===== src/rtl/vga_timing_gen.sv =====
// vga_timing_gen: raster counters, sync/active decodes, frame events
// and a short delay line aligning syncs with downstream draw stages.
module vga_timing_gen #(
  parameter int H_ACTIVE   = 640,
  parameter int H_FP       = 16,
  parameter int H_SYNC     = 96,
  parameter int H_BP       = 48,
  parameter int V_ACTIVE   = 480,
  parameter int V_FP       = 10,
  parameter int V_SYNC     = 2,
  parameter int V_BP       = 33,
  parameter int SYNC_DELAY = 1
) (
  input  logic        clk,
  input  logic        reset,
  input  logic        ce,
  output logic [10:0] pixelX,
  output logic [10:0] pixelY,
  output logic        active,
  output logic        hsync,
  output logic        vsync,
  output logic        sof,
  output logic        vblank_start,
  output logic [7:0]  frame_count,
  output logic        hsync_out,
  output logic        vsync_out,
  output logic        active_out
);

  localparam int H_TOTAL = H_ACTIVE + H_FP + H_SYNC + H_BP;
  localparam int V_TOTAL = V_ACTIVE + V_FP + V_SYNC + V_BP;

  localparam logic [10:0] HT_M1  = 11'(H_TOTAL - 1);
  localparam logic [10:0] VT_M1  = 11'(V_TOTAL - 1);
  localparam logic [10:0] H_ACT  = 11'(H_ACTIVE);
  localparam logic [10:0] V_ACT  = 11'(V_ACTIVE);
  localparam logic [10:0] HS_BEG = 11'(H_ACTIVE + H_FP);
  localparam logic [10:0] HS_END = 11'(H_ACTIVE + H_FP + H_SYNC);
  localparam logic [10:0] VS_BEG = 11'(V_ACTIVE + V_FP);
  localparam logic [10:0] VS_END = 11'(V_ACTIVE + V_FP + V_SYNC);

  logic [10:0] r_x;
  logic [10:0] r_y;
  logic        r_active;
  logic        r_hsync;
  logic        r_vsync;
  logic        r_sof;
  logic        r_vbs;
  logic [7:0]  r_fc;

  logic        w_x_last;
  logic        w_y_last;
  logic [10:0] w_x_nxt;
  logic [10:0] w_y_nxt;
  logic        w_act_nxt;
  logic        w_hs_nxt;
  logic        w_vs_nxt;
  logic        w_sof_nxt;
  logic        w_vbs_nxt;

  // Next raster position and the decodes of that position, so levels
  // land on the same edge as the counters.
  always_comb begin
    w_x_last  = (r_x == HT_M1);
    w_y_last  = (r_y == VT_M1);
    w_x_nxt   = w_x_last ? 11'd0 : r_x + 11'd1;
    w_y_nxt   = r_y;
    if (w_x_last)
      w_y_nxt = w_y_last ? 11'd0 : r_y + 11'd1;
    w_act_nxt = (w_x_nxt < H_ACT) && (w_y_nxt < V_ACT);
    w_hs_nxt  = !((w_x_nxt >= HS_BEG) && (w_x_nxt < HS_END));
    w_vs_nxt  = !((w_y_nxt >= VS_BEG) && (w_y_nxt < VS_END));
    w_sof_nxt = (w_x_nxt == 11'd0) && (w_y_nxt == 11'd0);
    w_vbs_nxt = (w_x_nxt == 11'd0) && (w_y_nxt == V_ACT);
  end

  // Counters and level decodes advance on ce; event pulses self-clear.
  always_ff @(posedge clk) begin
    if (reset) begin
      r_x      <= HT_M1;
      r_y      <= VT_M1;
      r_active <= 1'b0;
      r_hsync  <= 1'b1;
      r_vsync  <= 1'b1;
      r_sof    <= 1'b0;
      r_vbs    <= 1'b0;
      r_fc     <= 8'd0;
    end else begin
      r_sof <= 1'b0;
      r_vbs <= 1'b0;
      if (ce) begin
        r_x      <= w_x_nxt;
        r_y      <= w_y_nxt;
        r_active <= w_act_nxt;
        r_hsync  <= w_hs_nxt;
        r_vsync  <= w_vs_nxt;
        r_sof    <= w_sof_nxt;
        r_vbs    <= w_vbs_nxt;
        if (w_vbs_nxt)
          r_fc <= r_fc + 8'd1;
      end
    end
  end

  assign pixelX       = r_x;
  assign pixelY       = r_y;
  assign active       = r_active;
  assign hsync        = r_hsync;
  assign vsync        = r_vsync;
  assign sof          = r_sof;
  assign vblank_start = r_vbs;
  assign frame_count  = r_fc;

  if (SYNC_DELAY == 0) begin : g_nodly
    assign hsync_out  = r_hsync;
    assign vsync_out  = r_vsync;
    assign active_out = r_active;
  end else begin : g_dly
    // Each stage holds {hsync, vsync, active}.
    logic [2:0] r_dly [SYNC_DELAY];

    // Free-running shift, flushed to idle levels on reset.
    always_ff @(posedge clk) begin
      if (reset) begin
        for (int i = 0; i < SYNC_DELAY; i++)
          r_dly[i] <= 3'b110;
      end else begin
        r_dly[0] <= {r_hsync, r_vsync, r_active};
        for (int i = 1; i < SYNC_DELAY; i++)
          r_dly[i] <= r_dly[i-1];
      end
    end

    assign hsync_out  = r_dly[SYNC_DELAY-1][2];
    assign vsync_out  = r_dly[SYNC_DELAY-1][1];
    assign active_out = r_dly[SYNC_DELAY-1][0];
  end

endmodule


===== config.mk =====
export PLATFORM = sky130hd
export DESIGN_NAME = vga_timing_gen
export DESIGN_NICKNAME = d
export VERILOG_FILES = /design/src/rtl/vga_timing_gen.sv
export SDC_FILE = /design/constraint.sdc
export NUM_CORES = 1
export LEC_CHECK = 0
export ABC_CLOCK_PERIOD_IN_PS = 3000
export CORE_MARGIN = 5
export CORE_UTILIZATION = 55
export CTS_BUF_LIST = sky130_fd_sc_hd__clkbuf_4 sky130_fd_sc_hd__clkbuf_8
export DETAILED_ROUTE_END_ITERATION = 10
export MAX_ROUTING_LAYER = met4
export PLACE_DENSITY = 0.83
export REMOVE_ABC_BUFFERS = 1
export SLEW_MARGIN = 20
export SYNTH_ARGS = -nofsm -noshare
export SYNTH_HDL_FRONTEND = slang
export SYNTH_SLANG_ARGS = --single-unit

===== constraint.sdc =====
create_clock -name clk -period 3 [get_ports clk]
set_input_delay 0.45 -clock clk [delete_from_list [all_inputs] [get_ports clk]]
set_output_delay 0.45 -clock clk [all_outputs]
set_load 0.05 [all_outputs]

==> metrics <==
Yosys Warn Count=0; final cell count without fillers=approximately 400; clk_lat worst skew=0.29 ns; CP Launch Type=flop; post-synth top area share=0.323; fin crit share=0.933; Rows=23; clk sink count=38; top cells by area, synth=dfxtp_1, nor2_1, o21ai_0; Starting Density=0.576; Power Density=approximately 480 mW/mm^2; Root Buffer=clkbuf_8; # port buffers=40; clock-pin slew on the worst setup and hold paths=0.07 ns; Die Wd=75.4 um; vias in the first global route=between 2,000 and 2,500; Setup WS post-layout=approximately 0.2 ns; Synth cell types=55; DR DRC count=0; DP Cell Count=about 390; VDD IR max=between 0.4 and 0.5 mV; ys async rst share=0; pre-CTS WS=between 0.1 and 0.15 ns; ys flop type=dfxtp_1; RSZ-0062 raised after global routing=no; Initial DRC Count=177; CP bufs+invs=0; vias=between 2,000 and 3,000; post-synthesis register bit count=38; LEAKAGE=roughly 1.1 nW; Synth-to-Final Area Change=28.5%; WL/cell=16.0 um; Hold Buf Count CTS=0; initial antenna violation count=0; hpwl dp=~4.6 mm; Synth Area per Inst=7.79 um^2; crit-path max cell delay=about 0.52 ns; run status=finished clean; Post-Syn Instances=302; total power=between 1 and 1.5 mW; Worst Path Class, Setup=reg -> reg; Synth area leader=dfxtp_1; Setup Fix Bufs, Post-CTS=0; Mapped Area=about 0.0024 mm^2; Worst Path Arrival=about 3 ns; WL final=approximately 6.4 mm; critical path's slowest cell=or3_4; Final ANT Viol Nets=0; layout cell share with drive strength beyond 1=0.134; final setup violation count=0; Floorplan Core Area=~0.0041 mm^2; critical path capture point type=flop; Num CTS Buffers=5; Tmin final=~2.8 ns; Post-synth EDFFs=0; Final #Nets=around 360; post-DR vias/cell=6.35; Top Family by Delay on Critical Path=simple AND/OR/NAND/NOR gates; CTS H-tree lvls=2; worst path cell trace=ha_1 > nand4_1 > or3_4 > nor4b_1 > o32a_2 > nand4_4 > or3_1 > a21oi_1; RD Place Congestion=0.913; CP required=about 3.2 ns; post-synthesis sequential area ratio=0.323; Final Hold Fails=0; Worst Tran Pin Value=0.506 ns; clk buf depth=2; drt pass-1 iters=5; CTS tree=yes; die area=around 0.0057 mm^2; Max-Cap Viols=0; Gates resized, CTS repair=0; fill count=roughly 330; clock skew=0.00375 ns; Slew Limit Fails=0; total gr overflow=0; total track usage=0.237; diode count=0; largest net degree at the start of global routing=18; Slew HR=0.658; Fmax=357 MHz; IO Count=slightly above 40; Die Ht=75.4 um; first-pass GRT wire length=about 10 mm; Min-Delay Path Class=reg -> reg; critical-path maximum fanout=15
[state kept, by name (all words and copies together) (netlist names)]
name and cells:
frame_count 8, sof 1, pixelX 11, g_dly.r_dly 3
pixelY 11, active 1, hsync 1, vsync 1
vblank_start 1
[cell families after synthesis]
logic type,Yosys count,share of synthesized area
simple gates,137,0.319
compound gates,79,0.227
flops,38,0.323
buf+inv,29,0.0532
xor+xnor,14,0.0521
fa+ha+maj,4,0.0213
mux,1,0.00426
[power by group]
group          switching, mW  leakage [nW]  internal [mW]
clock network          0.179        0.0517          0.194
logic                  0.323         0.730          0.189
registers             0.0299         0.309          0.527
total                  0.533          1.09          0.911
[synthesized netlist by cell type (6+ instances only)]
cell and instances:
xor2_1 8, nand2_1 19, or3_1 10, and3_1 9, o21ai_0 22, dfxtp_1 38, clkbuf_1 18, a21oi_1 21
nand3_1 20, nor2_1 32, xnor2_1 6, nor2b_1 7, nor3_1 9, inv_1 6
[worst paths after layout]
check                                             from                      endpoint  slack, ns  cells after the start
worst max register to register  pixelX[1]$_SDFFE_PP1P_   frame_count[6]$_SDFFE_PP0P_       0.20                      8
worst max-delay path            pixelX[1]$_SDFFE_PP1P_   frame_count[6]$_SDFFE_PP0P_       0.20                      8
worst min register to register      hsync$_SDFFE_PP1P_  g_dly.r_dly[0][2]$_SDFF_PP1_       0.48                      1
worst min-delay path                hsync$_SDFFE_PP1P_  g_dly.r_dly[0][2]$_SDFF_PP1_       0.48                      1
[metrics by stage]
stage / TNS (ns) / utilization / hold slack [ns] / cell area, um^2
6_report: 0 / 0.739 / 0.479 / 3020
5_1_grt: 0 / 0.739 / 0.504 / 3020
4_1_cts: 0 / 0.733 / 0.479 / 3000
3_3_place_gp: 0 / 0.710 / 0.452 / 2900
3_5_place_dp: 0 / 0.710 / 0.459 / 2900
2_1_floorplan: -2.85 / - / 0.519 / 2250
[placed cells by master (no fill, tap or decap), types with 7 or more instances in the layout]
cell type,instances
nor3_1,8
nor2_1,32
and3_1,9
a21oi_1,21
clkdlybuf4s50_1,40
or3_1,9
xor2_1,8
nand3_1,20
dfxtp_1,38
nand2_1,19
o21ai_0,22
buf_4,25
nor2b_1,7
[area by class of cell]
class | instances | area, um^2 | share of cell area
clock buffer | 7 | 90.1 | 0.0298
inverter | 6 | 22.5 | 0.00745
tap | 50 | 62.6 | 0.0207
multi-input combinational | 235 | 1490 | 0.494
clock inverter | 1 | 5.00 | 0.00166
timing repair buffer | 65 | 588 | 0.195
sequential | 38 | 761 | 0.252
[layer usage]
| layer | vias up | wire, um | GRT usage |
|---|---|---|---|
| met5 | - | 0 | - |
| met4 | 0 | 97 | 0.0680 |
| met3 | 14 | 462 | 0.0515 |
| met2 | 124 | 3020 | 0.375 |
| met1 | 1208 | 2830 | 0.306 |
| li1 | 1208 | - | - |
Note: power is estimated with default switching activity, not from simulation.
